$ cat src/rtl/frame_reader.sv
// frame_reader: raster-order frame scanner for BRAM port B with a 2-entry skid FIFO on the pixel stream
module frame_reader #(
  parameter int WIDTH = 160,
  parameter int HEIGHT = 120,
  parameter int ADDR_W = 15,
  parameter int DATA_W = 8,
  localparam int XW = WIDTH > 1 ? $clog2(WIDTH) : 1,
  localparam int YW = HEIGHT > 1 ? $clog2(HEIGHT) : 1
) (
  input  logic              clkb,
  input  logic              rst,
  input  logic              start,
  output logic [ADDR_W-1:0] addrb,
  input  logic [DATA_W-1:0] doutb,
  output logic [DATA_W-1:0] pix_data,
  output logic              pix_valid,
  input  logic              pix_ready,
  output logic [XW-1:0]     pix_x,
  output logic [YW-1:0]     pix_y,
  output logic              sof,
  output logic              eol,
  output logic              eof,
  output logic              busy,
  output logic              frame_done
);
  localparam int SW = XW + YW + 3;
  localparam int EW = DATA_W + SW;
  localparam logic [ADDR_W-1:0] LAST = ADDR_W'(WIDTH * HEIGHT - 1);
  typedef enum logic [1:0] {IDLE, ISSUE, DRAIN} state_t;
  state_t state;
  logic [XW-1:0] rx;
  logic [YW-1:0] ry;
  logic [SW-1:0] sh;
  logic [EW-1:0] head, tail, entry;
  logic [1:0] count;
  logic [2:0] occ;
  logic inflight, issue, pop, sof_i, eol_i, eof_i;
  assign pix_valid = count != 2'd0;
  assign {pix_data, pix_x, pix_y, sof, eol, eof} = head;
  assign entry = {doutb, sh};
  // Issue decision: only read when the FIFO slot is guaranteed after accounting for in-flight data and this cycle's pop
  always_comb begin
    pop = pix_valid & pix_ready;
    occ = 3'(count) + 3'(inflight) - 3'(pop);
    issue = state == ISSUE && occ < 3'd2;
    eol_i = rx == XW'(WIDTH - 1);
    sof_i = rx == '0 && ry == '0;
    eof_i = eol_i && ry == YW'(HEIGHT - 1);
  end
  // Scan FSM: address/raster counters, in-flight flag and sideband shadow for the outstanding read
  always_ff @(posedge clkb or posedge rst)
    if (rst) begin
      state <= IDLE;
      busy <= 1'b0;
      frame_done <= 1'b0;
      addrb <= '0;
      rx <= '0;
      ry <= '0;
      inflight <= 1'b0;
      sh <= '0;
    end else begin
      inflight <= issue;
      frame_done <= 1'b0;
      if (state == IDLE && start) begin
        state <= ISSUE;
        busy <= 1'b1;
        addrb <= '0;
        rx <= '0;
        ry <= '0;
      end
      if (issue) begin
        sh <= {rx, ry, sof_i, eol_i, eof_i};
        addrb <= addrb == LAST ? addrb : addrb + 1'b1;
        rx <= eol_i ? '0 : rx + 1'b1;
        if (eol_i) ry <= ry == YW'(HEIGHT - 1) ? '0 : ry + 1'b1;
        if (addrb == LAST) state <= DRAIN;
      end
      if (state == DRAIN && pop && eof) begin
        state <= IDLE;
        busy <= 1'b0;
        frame_done <= 1'b1;
      end
    end
  // Skid FIFO: head feeds the stream and only moves on pop or when filling an empty FIFO
  always_ff @(posedge clkb or posedge rst)
    if (rst) begin
      head <= '0;
      tail <= '0;
      count <= '0;
    end else begin
      if (pop && count == 2'd2) head <= tail;
      else if (inflight && (count == 2'd0 || (pop && count == 2'd1))) head <= entry;
      if (inflight && ((count == 2'd1 && !pop) || count == 2'd2)) tail <= entry;
      count <= count + 2'(inflight) - 2'(pop);
    end
  // Occupancy can never exceed two entries given the issue rule
  always @(posedge clkb)
    if (!rst) assert (count != 2'd3);
endmodule

$ cat config.mk
export PLATFORM = sky130hd
export DESIGN_NAME = frame_reader
export DESIGN_NICKNAME = d
export VERILOG_FILES = /design/src/rtl/frame_reader.sv
export SDC_FILE = /design/constraint.sdc
export NUM_CORES = 1
export LEC_CHECK = 0
export CAP_MARGIN = 0
export CORE_MARGIN = 2
export CORE_UTILIZATION = 50
export DETAILED_ROUTE_END_ITERATION = 8
export GPL_ROUTABILITY_DRIVEN = 0
export GPL_TIMING_DRIVEN = 1
export PLACE_DENSITY = 0.82
export SYNTH_ARGS = -nofsm -noshare
export SYNTH_HDL_FRONTEND = slang
export SYNTH_SLANG_ARGS = --single-unit
$ cat constraint.sdc
create_clock -name clkb -period 4 [get_ports clkb]
set_clock_uncertainty 0.2 [all_clocks]
set_input_delay 1 -clock clkb [delete_from_list [all_inputs] [get_ports clkb]]
set_output_delay 1 -clock clkb [all_outputs]
set_load 0.02 [all_outputs]
## After elaboration in Yosys (flattened, before gate mapping)

Index checks and enable logic that the tools add are counted.

- Bits in registers: 107
- Latch bits: 0
- Memory bits (writable): 0
- Memory bits (read-only): 0
- Input port bits: 12
- Output and inout bits: 44
- Logic and storage cells: 70
- Memories kept: 0

- $add $sub $neg: 7
- Multiply operators: 0
- Div/mod/pow operators: 0
- Magnitude comparators: 1
- Eq/ne operators: 8
- Shift-type cells: 0
- Muxes and demuxes: 19
- Bitwise logic cells: 1
- Reductions and logical operators: 23

Operators by type and width:

| operator | count |
|---|---|
| $mux W26 | 2 |
| $mux W15 | 3 |
| $mux W7 | 4 |
| $mux W8 | 3 |
| $add A15 B1 Y15 const B | 1 |
| $eq A15 B15 Y1 const B | 1 |
| $logic_and A1 B1 Y1 | 11 |
| $add A8 B1 Y8 const B | 1 |
| $eq A8 B8 Y1 const B | 1 |
| $logic_not A8 Y1 | 1 |
| $mux W2 | 4 |
| $reduce_bool A2 Y1 | 4 |
| $add A7 B1 Y7 const B | 1 |
| $eq A7 B7 Y1 const B | 1 |
| $logic_not A7 Y1 | 1 |
| $eq A2 B1 Y1 const B | 2 |
| $eq A2 B2 Y1 const B | 2 |
| $logic_not A2 Y1 | 2 |
| $add A2 B1 Y3 | 1 |
| $lt A3 B2 Y1 const B | 1 |
| $mux W1 | 3 |
| $sub A3 B1 Y3 | 1 |
| $add A2 B1 Y2 | 1 |
| $logic_or A1 B1 Y1 | 2 |
| 5 further kinds | 5 |

## Longest topological paths before layout

Gate-level depths: netlist (run 1).

- Depth after elaboration: 7
- Mapped depth: 12
- Mapped depth without buffers: 11

## Worst setup path before layout (run 1)

OpenSTA, ideal clock, no wires.

- Kind: input-to-reg
- Start: input pix_ready
- End: register ry[4]
- Setup time: 0.087 ns
- Arrival: 3.461 ns
- Required time: 3.713 ns
- Setup slack: 0.252 ns
- Stages on the path: 10
- Path buffers: 1
- Path through: nand2_1 -> or2_2 -> nand2_1 -> ha_1 -> fa_1 -> or3b_1 -> or4_1 -> buf_2 -> or3_1 -> o211ai_1

- Longest elaborated chain between the ends: 5

Ends and longest elaborated chain:

| what | line | source |
|---|---|---|
| start: declaration | 17 | `input logic pix_ready,` |
| $and A1 B1 Y1 | 43 | `pop = pix_valid & pix_ready;` |
| $sub A3 B1 Y3 | 44 | `occ = 3'(count) + 3'(inflight) - 3'(pop);` |
| named net occ[1] | 36 | `logic [2:0] occ;` |
| $lt A3 B2 Y1 | 45 | `issue = state == ISSUE && occ < 3'd2;` |
| $logic_and A1 B1 Y1 | 45 |  |
| $mux W7 | 71 | `if (issue) begin` |
| end signal: assignment | 75 | `if (eol_i) ry <= ry == YW'(HEIGHT - 1) ? '0 : ry + 1'b1;` |
| end: declaration | 32 | `logic [YW-1:0] ry;` |

The timed path passes the listed nets, and every way through them passes these cells.
A chain may end at the register's enable or synchronous reset.

## Worst setup path in the final report (run 1)

- Start: input pix_ready
- End: register ry[5]

Same word-level chain as after synthesis.

==> summary.txt, run 1 <==
Status
  – Status: finished clean

Finish
  – Layout Cells excl Fill: 660
  – Area growth syn-to-layout: 21.74%
  – Share of layout cells above drive strength 1: 11.86%
  – NumNets Final: 545
  – Diode count: 0

Floorplan
  – Die Wd: 102.4 µm
  – Die height: 102.4 µm
  – Die area: 10,480 µm²
  – FP Rows: 35
  – Initial Util: 51.88%
  – Core Area: 9328 µm²
  – Ports: 56

Timing
  – Tightest Pin Transition: 0.8884 ns
  – Slew headroom: 40.71%
  – Max-slew violations: 0
  – Setup TNS: 0 ns
  – Final Hold Vio Count: 0
  – Tcrit/Tclk final: 98.30%
  – RSZ-0062 raised after global routing: no
  – F_max: 0.2543 GHz
  – Final setup fails: 0
  – Crit path time final: 3.932 ns

Yosys
  – List of most frequent post-synthesis cells: 107 x dfrtp_1, 65 x nand2_1, 39 x a21oi_1
  – Ys flop type: dfrtp_1
  – Yosys reg bits: 107
  – Top-count cell post-synth: dfrtp_1
  – Post-synth top area share: 55.33%
  – Post-synthesis cell count: 461
  – Syn Area/Cell: 10.50 µm²
  – Leading area contributor after synthesis: dfrtp_1
  – YS warnings: 0
  – Mapped Area: 4840 µm²
  – Sequential fraction of the synthesis area: 55.33%
  – Ys async rst share: 100.0%
  – Mapped Nets: 480
  – Unique cell type count in the Yosys netlist: 48
  – Post-synth EDFFs: 0
  – Synth top area cells: dfrtp_1 55%, mux2i_1 6.2%, nand2_1 5.0%, a21oi_1 4.0%, mux2_2 3.7%

Placement
  – Post-DP HPWL: 6941 µm
  – Cell Count Post-Placement: 644
  – # port buffers: 55

Clocking
  – Clk Latency, worst-skew pair: 0.37 ns
  – Postcts setup bufs: 0
  – Worst-path clk slew: 0.09 ns
  – CTS sink cnt: 107
  – Post-CTS resize count: 0
  – CTS Root Cell: clkbuf_8
  – H-tree Lvls: 3
  – # hold bufs at CTS: 0
  – Clk buf depth: 2
  – CTS tree: yes
  – TritonCTS Buffers: 9

GRT
  – First-pass GRT wire length: 17,510 µm
  – Vias in the first global route: 3,780
  – Aggregate global routing overflow: 0
  – Total GRT Usage: 21.12%
  – Pin count of the biggest net entering global routing: 108
  – Initial antenna violation count: 0

Flow run
  – Max-capacitance violation count: 0

Hold path
  – HP Start: tail[17]$_DFFE_PP0P_
  – Hold Path Class: register to register
  – Hold Crit Depth: 1

Setup path
  – Critical Path RT: 4.08 ns
  – Crit path from: pix_ready
  – Setup crit end kind: register
  – Largest fanout on the critical path: 4
  – Worst R2R Start: count[1]$_DFF_PP0_
  – Critical path arrival: 4.01 ns
  – Setup crit start kind: input port
  – R2R depth: 10
  – Crit path kind: input port to register

Power and ir drop
  – Peak supply drop: 0.0003472 V
  – Power per cell area: 671.2 nW/µm²
  – P_leak: 2.808 nW

Detailed routing
  – Routed Wire Length: 10,160 µm
  – DR WL/cell: 15.39 µm
  – DR vias: 3,695
  – Final ANT Viol Nets: 0
  – Pre-antenna DRT Iters: 5
  – Initial DRC count: 179
  – DR DRC count: 0
  – Vias/cell: 5.598
critical path, stage by stage:
cell and delay (ns):
clkdlybuf4s50_1 0.48, nand2_1 0.08, or2_2 0.29, nand2_1 0.07, ha_1 0.16, fa_1 0.46
or3b_1 0.40, or4_1 0.59, or3_1 0.39, o211ai_1 0.09
report_power, final:
part / total [mW] / internal (mW) / switching (mW)
Sequential: 1.59 / 1.38 / 0.212
Clock: 0.685 / 0.312 / 0.373
Combinational: 1.68 / 0.789 / 0.892
cell families (layout without fill, tap and decap cells):
| group | count (synthesis) | after routing | share of synthesized area, % |
|---|---|---|---|
| muxes | 56 | 56 | 12.25 |
| xor gates and xnor gates | 4 | 4 | 0.7240 |
| DFF | 107 | 107 | 55.33 |
| and+or+nand+nor | 173 | 173 | 17.53 |
| adders and majority gates | 7 | 7 | 1.965 |
| AOI/OAI and AO/OA | 81 | 81 | 9.566 |
| buffers and inverters | 33 | 103 | 2.637 |
final cells by class:
class / count / area (µm²)
Fill cell: 750 / 3436
Sequential cell: 107 / 2678
Multi-Input combinational cell: 321 / 2048
Timing Repair Buffer: 77 / 753.2
Tap cell: 129 / 161.4
Clock buffer: 10 / 137.6
Clock inverter: 6 / 72.57
Inverter: 10 / 41.29
layer usage:
metal | global-route usage [%] | wire length, µm | part of all wire (%)
met3 | 4.309 | 432 | 4.3
met5 | 0 | 0 | 0
met1 | 27.07 | 4467 | 44
met4 | 7.487 | 127 | 1.3
met2 | 35.83 | 5130 | 51
registers in the layout, indices dropped and copies added, names as in the netlist:
name and flops:
addrb 15, sh 18, state 2, ry 7, busy 1, head 26, frame_done 1, tail 26
rx 8, count 2, inflight 1
final timing paths:
kind	slack (ns)	end
max reg2reg	0.49	ry[5]$_DFF_PP0_
min reg2reg	0.30	tail[17]$_DFFE_PP0P_
max	0.07	ry[5]$_DFF_PP0_
min in group asynchronous	0.91	tail[20]$_DFFE_PP0P_
min	0.30	tail[17]$_DFFE_PP0P_
max in group asynchronous	2.22	head[17]$_DFFE_PP0P_
metrics by stage:
step	utilization (%)	setup slack, ns	power [mW]	instance area (µm²)	hold WS (ns)
CTS	63.17	0.08364	3.988	5892	0.3026
global placement	60.91	-0.2018	3.202	5682	0.2740
floorplan	-	0.2520	2.534	4843	0.2600
detailed placement	60.91	-0.2714	3.298	5682	0.2809
finish	63.17	0.06791	3.955	5892	0.3006
global route	63.17	0.005324	4.233	5892	0.3097
layout by cell type, fill, tap and decap left out, drive strengths merged, types with 16 or more instances in the layout:
cell / n
nor2: 35
buf: 22
nand2: 65
mux2i: 30
a21oi: 39
mux2: 26
clkdlybuf4s50: 55
dfrtp: 107
nand3: 16
o21ai: 20
(Power assumes the default switching activity.)
==> run 2, diff against run 1 <==
- PLACE_DENSITY: 0.82 -> 0.75
==> run 2 against run 1 <==
Register-to-register slack improved by 0.03 ns. Critical path depth unchanged. Global-route usage decreased by 0.28 points. Die area unchanged. Final cell count decreased by 0.15%. Count of clock-buffer cells in the layout decreased by 1. Sequential cell count unchanged. Fmax increased by 0.73%. Final area decreased by 1.0%. Non-clock buffer count unchanged. Sequential share of layout area increased by 0.47 points. Sequential power about the same. Critical endpoint is now ry[4]$_DFF_PP0_.
==> summary.txt, run 2 (same netlist as run 1, synthesis figures left out) <==
Power and ir drop
  – Pint: 2.362 mW (-4.7%)
  – Clk pwr share: 15.8% (-1.5 points)
  – Switch share: 37.96% (+0.60 points)
  – Comb power frac: 42.5% (about the same)
  – Share of power burned in registers: 41.7% (+1.5 points)
  – Power Total: 3.807 mW (-3.7%)
  – P_sw: 1.445 mW (-2.2%)
  – Peak supply drop: 0.0002832 V (-18%)
  – P_leak: 2.775 nW (-1.2%)
  – Power per cell area: 652.8 nW/µm² (-2.7%)

Timing
  – Final setup fails: 0 (unchanged)
  – Tcrit/Tclk final: 97.59% (-0.71 points)
  – Slew headroom: 62.10% (+21 points)
  – Max-slew violations: 0 (unchanged)
  – Tightest Pin Transition: 0.5685 ns (-0.3199 ns)
  – F_max: 0.2562 GHz (+0.73%)
  – Final Hold Vio Count: 0 (unchanged)
  – RSZ-0062 raised after global routing: no
  – Crit path time final: 3.904 ns (-0.02848 ns)

GRT
  – First-pass GRT wire length: 17,150 µm (-2.1%)
  – Initial antenna violation count: 0 (unchanged)
  – Pin count of the biggest net entering global routing: 108 (unchanged)
  – Vias in the first global route: 3,616 (-4.3%)
  – Total GRT Usage: 20.84% (-0.28 points)
  – Aggregate global routing overflow: 0 (unchanged)

Finish
  – Share of layout cells above drive strength 1: 11.70% (-0.17 points)
  – Layout Cells excl Fill: 659 (-0.15%)
  – Most common cell after layout, fill and taps aside: dfrtp_1
  – Area occupied by registers: 2678 µm² (unchanged)
  – Diode count: 0 (unchanged)
  – Final instance area: 5832 µm² (-1.0%)
  – Area growth syn-to-layout: 20.50%
  – Commonest non-fill, non-tap cells in the layout: 107 x dfrtp_1, 65 x nand2_1, 55 x clkdlybuf4s50_1
  – Filler cells: 801 (+6.8%)
  – Top Registers: head: 26 flops, tail: 26 flops, sh: 18 flops
  – Area of the multi-input gates: 2048 µm² (unchanged)
  – NumNets Final: 545 (unchanged)

Setup path
  – Critical path arrival: 3.99 ns (-0.02 ns)
  – Setup crit start kind: input port
  – Largest fanout on the critical path: 4 (unchanged)
  – CP dominant cell by count: nand2_1
  – Setup crit end kind: register
  – Slowest CP cell: or4_1
  – Critical Path RT: 4.08 ns (about the same)
  – Cell breakdown of the critical path: clkdlybuf4s50_1 -> nand2_1 -> or2_2 -> nand2_1 -> ha_1 -> fa_1 -> or3b_1 -> or4_1 -> or3_1 -> o211ai_1
  – R2R setup slack: 0.52 ns (+0.03 ns)
  – Crit path kind: input port to register
  – Slowest cell delay on critical path: 0.59 ns (about the same)

Floorplan
  – FP Rows: 35 (unchanged)
  – Core Area: 9328 µm² (unchanged)
  – Die area: 10,480 µm² (unchanged)
  – Initial Util: 51.88% (unchanged)
  – Ports: 56 (unchanged)
  – Die height: 102.4 µm (unchanged)
  – Die Wd: 102.4 µm (unchanged)

Clocking
  – Clk buf depth: 2 (unchanged)
  – TritonCTS Buffers: 9 (unchanged)
  – CTS sink cnt: 107 (unchanged)
  – Worst-path clk slew: 0.10 ns (about the same)
  – # hold bufs at CTS: 0 (unchanged)
  – Post-CTS resize count: 0 (unchanged)
  – H-tree Lvls: 3 (unchanged)
  – Clk Latency, worst-skew pair: 0.36 ns (about the same)
  – Postcts setup bufs: 0 (unchanged)
  – CTS tree: yes
  – CTS Root Cell: clkbuf_8

Placement
  – Cell Count Post-Placement: 644 (unchanged)
  – Post-DP HPWL: 6753 µm (-2.7%)
  – # port buffers: 55 (unchanged)
  – Area post-placement: 5657 µm² (-0.44%)

Detailed routing
  – DR vias: 3,685 (-0.27%)
  – Vias/cell: 5.592 (-0.12%)
  – DR DRC count: 0 (unchanged)
  – DR WL/cell: 15.32 µm (-0.43%)
  – Final ANT Viol Nets: 0 (unchanged)
  – Initial DRC count: 128 (-28%)
  – Pre-antenna DRT Iters: 4 (-1)
  – Routed Wire Length: 10,100 µm (-0.58%)

Status
  – Status: finished clean

Hold path
  – Hold Path Class: register to register

Flow run
  – Max-capacitance violation count: 0 (unchanged)
-- run 2: critical path: cells and delay by family --
kind | cells | cell delay [ns]
buffers and inverters | 1 | 0.48
adder cells (fa/ha/maj) | 2 | 0.60
AO/OA/AOI/OAI | 1 | 0.10
AND/OR/NAND/NOR | 6 | 1.82
-- run 2: layer usage --
| layer | up-vias | track usage, % | share of wire [%] |
|---|---|---|---|
| met5 | - | 0 | 0 |
| met4 | 0 | 8.103 | 1.6 |
| met3 | 12 | 2.804 | 4.2 |
| met2 | 91 | 35.53 | 50 |
| met1 | 1836 | 27.21 | 44 |
| li1 | 1746 | - | - |
-- run 2: area by class of cell --
type	count	area share (%)
clock buffers	9	2.124
clock inverters	6	0.8796
inverters	10	0.7080
multi-input cells	321	35.12
flip-flops and latches	107	45.91
well taps	129	2.768
repair buffers	77	12.49
-- run 2: power by group through the flow --
stage	sequential, mW	clock (mW)	combinational [mW]
2_1_floorplan	1.74	0	0.789
3_3_place_gp	1.59	0	1.58
3_5_place_dp	1.61	0	1.63
4_1_cts	1.59	0.618	1.63
5_1_grt	1.63	0.656	1.78
6_report	1.59	0.603	1.62
-- run 2: path summary, 6_finish.rpt --
check                                    from                   end  cells after the start
setup / recovery                    pix_ready       ry[4]$_DFF_PP0_                     10
hold / removal             sh[16]$_DFFE_PP0P_    sh[16]$_DFFE_PP0P_                      2
setup reg to reg           count[1]$_DFF_PP0_       ry[4]$_DFF_PP0_                     11
hold reg to reg            sh[16]$_DFFE_PP0P_    sh[16]$_DFFE_PP0P_                      2
max in group asynchronous                 rst  addrb[3]$_DFFE_PP0P_                      3
min in group asynchronous                 rst  tail[20]$_DFFE_PP0P_                      3
-- run 2: through the flow --
step | worst slack (ns) | utilization, % | hold WS, ns | setup TNS [ns]
3_3_place_gp | -0.2154 | 60.64 | 0.2738 | -1.009
5_1_grt | 0.002227 | 62.52 | 0.3178 | 0
2_1_floorplan | 0.2520 | - | 0.2600 | 0
4_1_cts | 0.1053 | 62.52 | 0.3046 | 0
3_5_place_dp | -0.2642 | 60.64 | 0.2816 | -1.295
6_report | 0.09639 | 62.52 | 0.3004 | 0
==> run 3, diff against run 2 <==
- CORE_MARGIN: 2 -> default
==> run 3 against run 2 <==
Die area down 3.9%. Sequential share of layout area down 0.62 points. Utilization up 0.86 points. Via count up 1.7%. Non-clock buffer count up 3. Clock power up 25%. Power up 4.7%. Count of clock-buffer cells in the layout up 1. Final cell count up 0.61%. Critical path depth unchanged. Critical path type unchanged. Combinational power about the same.
==> summary.txt, run 3 (same netlist as run 1, synthesis figures left out) <==
Finish
  – Most common cell after layout, fill and taps aside: dfrtp_1
  – NumNets Final: 548 (+0.55%)
  – Area growth syn-to-layout: 22.16%
  – Area of the multi-input gates: 2061 µm² (+0.61%)
  – Top Registers: head: 26 flops, tail: 26 flops, sh: 18 flops
  – Diode count: 0 (unchanged)
  – Commonest non-fill, non-tap cells in the layout: 107 x dfrtp_1, 65 x nand2_1, 55 x clkdlybuf4s50_1
  – Share of layout cells above drive strength 1: 12.55% (+0.85 points)
  – Filler cells: 765 (-4.5%)
  – Area occupied by registers: 2678 µm² (unchanged)
  – Layout Cells excl Fill: 663 (+0.61%)

Clocking
  – CTS tree: yes
  – Worst-path clk slew: 0.10 ns (about the same)
  – TritonCTS Buffers: 9 (unchanged)
  – Postcts setup bufs: 0 (unchanged)
  – CTS sink cnt: 107 (unchanged)
  – Clk buf depth: 2 (unchanged)
  – CTS Root Cell: clkbuf_8
  – Clk Latency, worst-skew pair: 0.37 ns (about the same)
  – H-tree Lvls: 3 (unchanged)

Timing
  – Final Hold Vio Count: 0 (unchanged)
  – Tightest Pin Transition: 0.6394 ns (+0.07096 ns)
  – Final setup fails: 0 (unchanged)
  – Max-slew violations: 0 (unchanged)
  – Tcrit/Tclk final: 96.59% (-1.0 points)
  – Crit path time final: 3.864 ns (-0.04000 ns)
  – F_max: 0.2588 GHz (+1.0%)
  – Setup TNS: 0 ns (unchanged)
  – RSZ-0062 raised after global routing: no
  – Slew headroom: 57.28% (-4.8 points)

Setup path
  – Slowest cell delay on critical path: 0.55 ns (-0.04 ns)
  – Largest fanout on the critical path: 4 (unchanged)
  – Worst R2R Start: count[1]$_DFF_PP0_
  – Critical Path RT: 4.08 ns (about the same)
  – Setup crit end kind: register
  – R2R depth: 10 (-1)
  – Critical path arrival: 3.94 ns (-0.05 ns)
  – CP dominant cell by count: nand2_1
  – Reg2reg end: ry[5]$_DFF_PP0_
  – Crit path kind: input port to register
  – R2R setup slack: 0.54 ns (+0.02 ns)
  – Setup crit start kind: input port
  – Slowest CP cell: or4_4
  – Cell breakdown of the critical path: clkdlybuf4s50_1 -> nand2_1 -> or2_2 -> nand2_1 -> ha_1 -> fa_1 -> or3b_1 -> or4_4 -> or3_1 -> o211ai_1

Detailed routing
  – Final ANT Viol Nets: 0 (unchanged)
  – Vias/cell: 5.655 (+1.1%)
  – DR WL/cell: 15.50 µm (+1.1%)
  – Initial DRC count: 163 (+27%)
  – Routed Wire Length: 10,270 µm (+1.7%)
  – DR vias: 3,749 (+1.7%)
  – Pre-antenna DRT Iters: 5 (+1)
  – DR DRC count: 0 (unchanged)

GRT
  – Met2 Usage GRT: 37.25% (+1.7 points)
  – Total GRT Usage: 21.70% (+0.86 points)
  – Grt peak-use layer: met2
  – Aggregate global routing overflow: 0 (unchanged)
  – Pin count of the biggest net entering global routing: 53 (-51%)
  – M3 GR Usage: 2.925% (+0.12 points)
  – Initial antenna violation count: 0 (unchanged)
  – First-pass GRT wire length: 17,300 µm (+0.85%)
  – GRT met1 Usage: 28.30% (+1.1 points)
  – Vias in the first global route: 3,618 (+0.055%)

Placement
  – Post-DP HPWL: 7157 µm (+6.0%)
  – Cell Count Post-Placement: 647 (+0.47%)
  – # port buffers: 55 (unchanged)

Hold path
  – Hold Crit Depth: 2 (unchanged)
  – Worst Hold End: sh[14]$_DFFE_PP0P_
  – Hold Path Class: register to register
  – HP Start: sh[14]$_DFFE_PP0P_

Status
  – Status: finished clean

Floorplan
  – Ports: 56 (unchanged)
  – Initial Util: 51.88% (unchanged)
  – Die area: 10,080 µm² (-3.9%)
  – FP Rows: 35 (unchanged)
  – Core Area: 9328 µm² (unchanged)
  – Die height: 100.4 µm (-2.0%)
  – Die Wd: 100.4 µm (-2.0%)

Power and ir drop
  – Clk pwr share: 18.9% (+3.1 points)
  – Comb power frac: 41.3% (-1.2 points)
  – Share of power burned in registers: 39.8% (-1.9 points)
  – Pint: 2.513 mW (+6.4%)
  – Switch share: 36.96% (-1.0 points)
  – Peak supply drop: 0.0002659 V (-6.1%)
  – P_leak: 2.830 nW (+2.0%)
  – Power per cell area: 674.3 nW/µm² (+3.3%)
  – P_sw: 1.473 mW (+1.9%)

Flow run
  – Max-capacitance violation count: 0 (unchanged)
run 3: cell count changes in the layout (fill, tap and decap cells not counted), sizes merged:
cell      previous run  this run
inv                 10        11
buf                 22        25
bufinv               0         2
clkinvlp             4         1
clkbuf               9        10
run 3: power by group through the flow:
stage	combinational (mW)	clock, mW	sequential, mW
2_1_floorplan	0.789	0	1.74
3_3_place_gp	1.59	0	1.59
3_5_place_dp	1.64	0	1.61
4_1_cts	1.64	0.769	1.59
5_1_grt	1.79	0.807	1.62
6_report	1.65	0.753	1.59
run 3: worst max path at each step:
stage                         start         endpoint  slack [ns]
after floorplan           pix_ready  ry[4]$_DFF_PP0_        0.25
after global placement    pix_ready  ry[4]$_DFF_PP0_       -0.21
after detailed placement  pix_ready  ry[5]$_DFF_PP0_       -0.28
after CTS                 pix_ready  ry[5]$_DFF_PP0_        0.10
after global routing      pix_ready  ry[5]$_DFF_PP0_        0.05
final                     pix_ready  ry[5]$_DFF_PP0_        0.14
run 3: cell type report:
| class | instances | area share, % |
|---|---|---|
| Sequential cell | 107 | 45.29 |
| Multi-Input combinational cell | 321 | 34.86 |
| Timing Repair Buffer | 80 | 12.49 |
| Tap cell | 129 | 2.730 |
| Clock buffer | 10 | 2.328 |
| Clock inverter | 6 | 1.608 |
| Inverter | 10 | 0.6984 |
run 3: timing repair:
action                     4_1_cts  5_1_grt
hold buffers                     0        0
resized for setup                0        2
setup endpoints to repair        0        1
run 3: metrics by stage:
| step | power (mW) | hold slack [ns] | setup WS (ns) | instance area, µm² | util (%) |
|---|---|---|---|---|---|
| floorplan | 2.534 | 0.2600 | 0.2520 | 4843 | - |
| global placement | 3.182 | 0.2738 | -0.2146 | 5667 | 60.75 |
| detailed placement | 3.249 | 0.2838 | -0.2790 | 5667 | 60.75 |
| CTS | 4.002 | 0.3072 | 0.1008 | 5899 | 63.25 |
| global route | 4.224 | 0.3283 | 0.05156 | 5912 | 63.38 |
| finish | 3.986 | 0.3006 | 0.1364 | 5912 | 63.38 |
run 3: critical path, delay by kind of cell:
| family | cells | cell delay [ns] |
|---|---|---|
| buf+inv | 1 | 0.47 |
| fa+ha+maj | 2 | 0.60 |
| compound gates | 1 | 0.11 |
| simple gates | 6 | 1.76 |
run 3: per-layer routing:
layer / wire length (µm) / vias up
met1: 4613 / 1873
met2: 5130 / 92
met3: 374 / 15
met5: 0 / -
li1: - / 1769
met4: 155 / 0
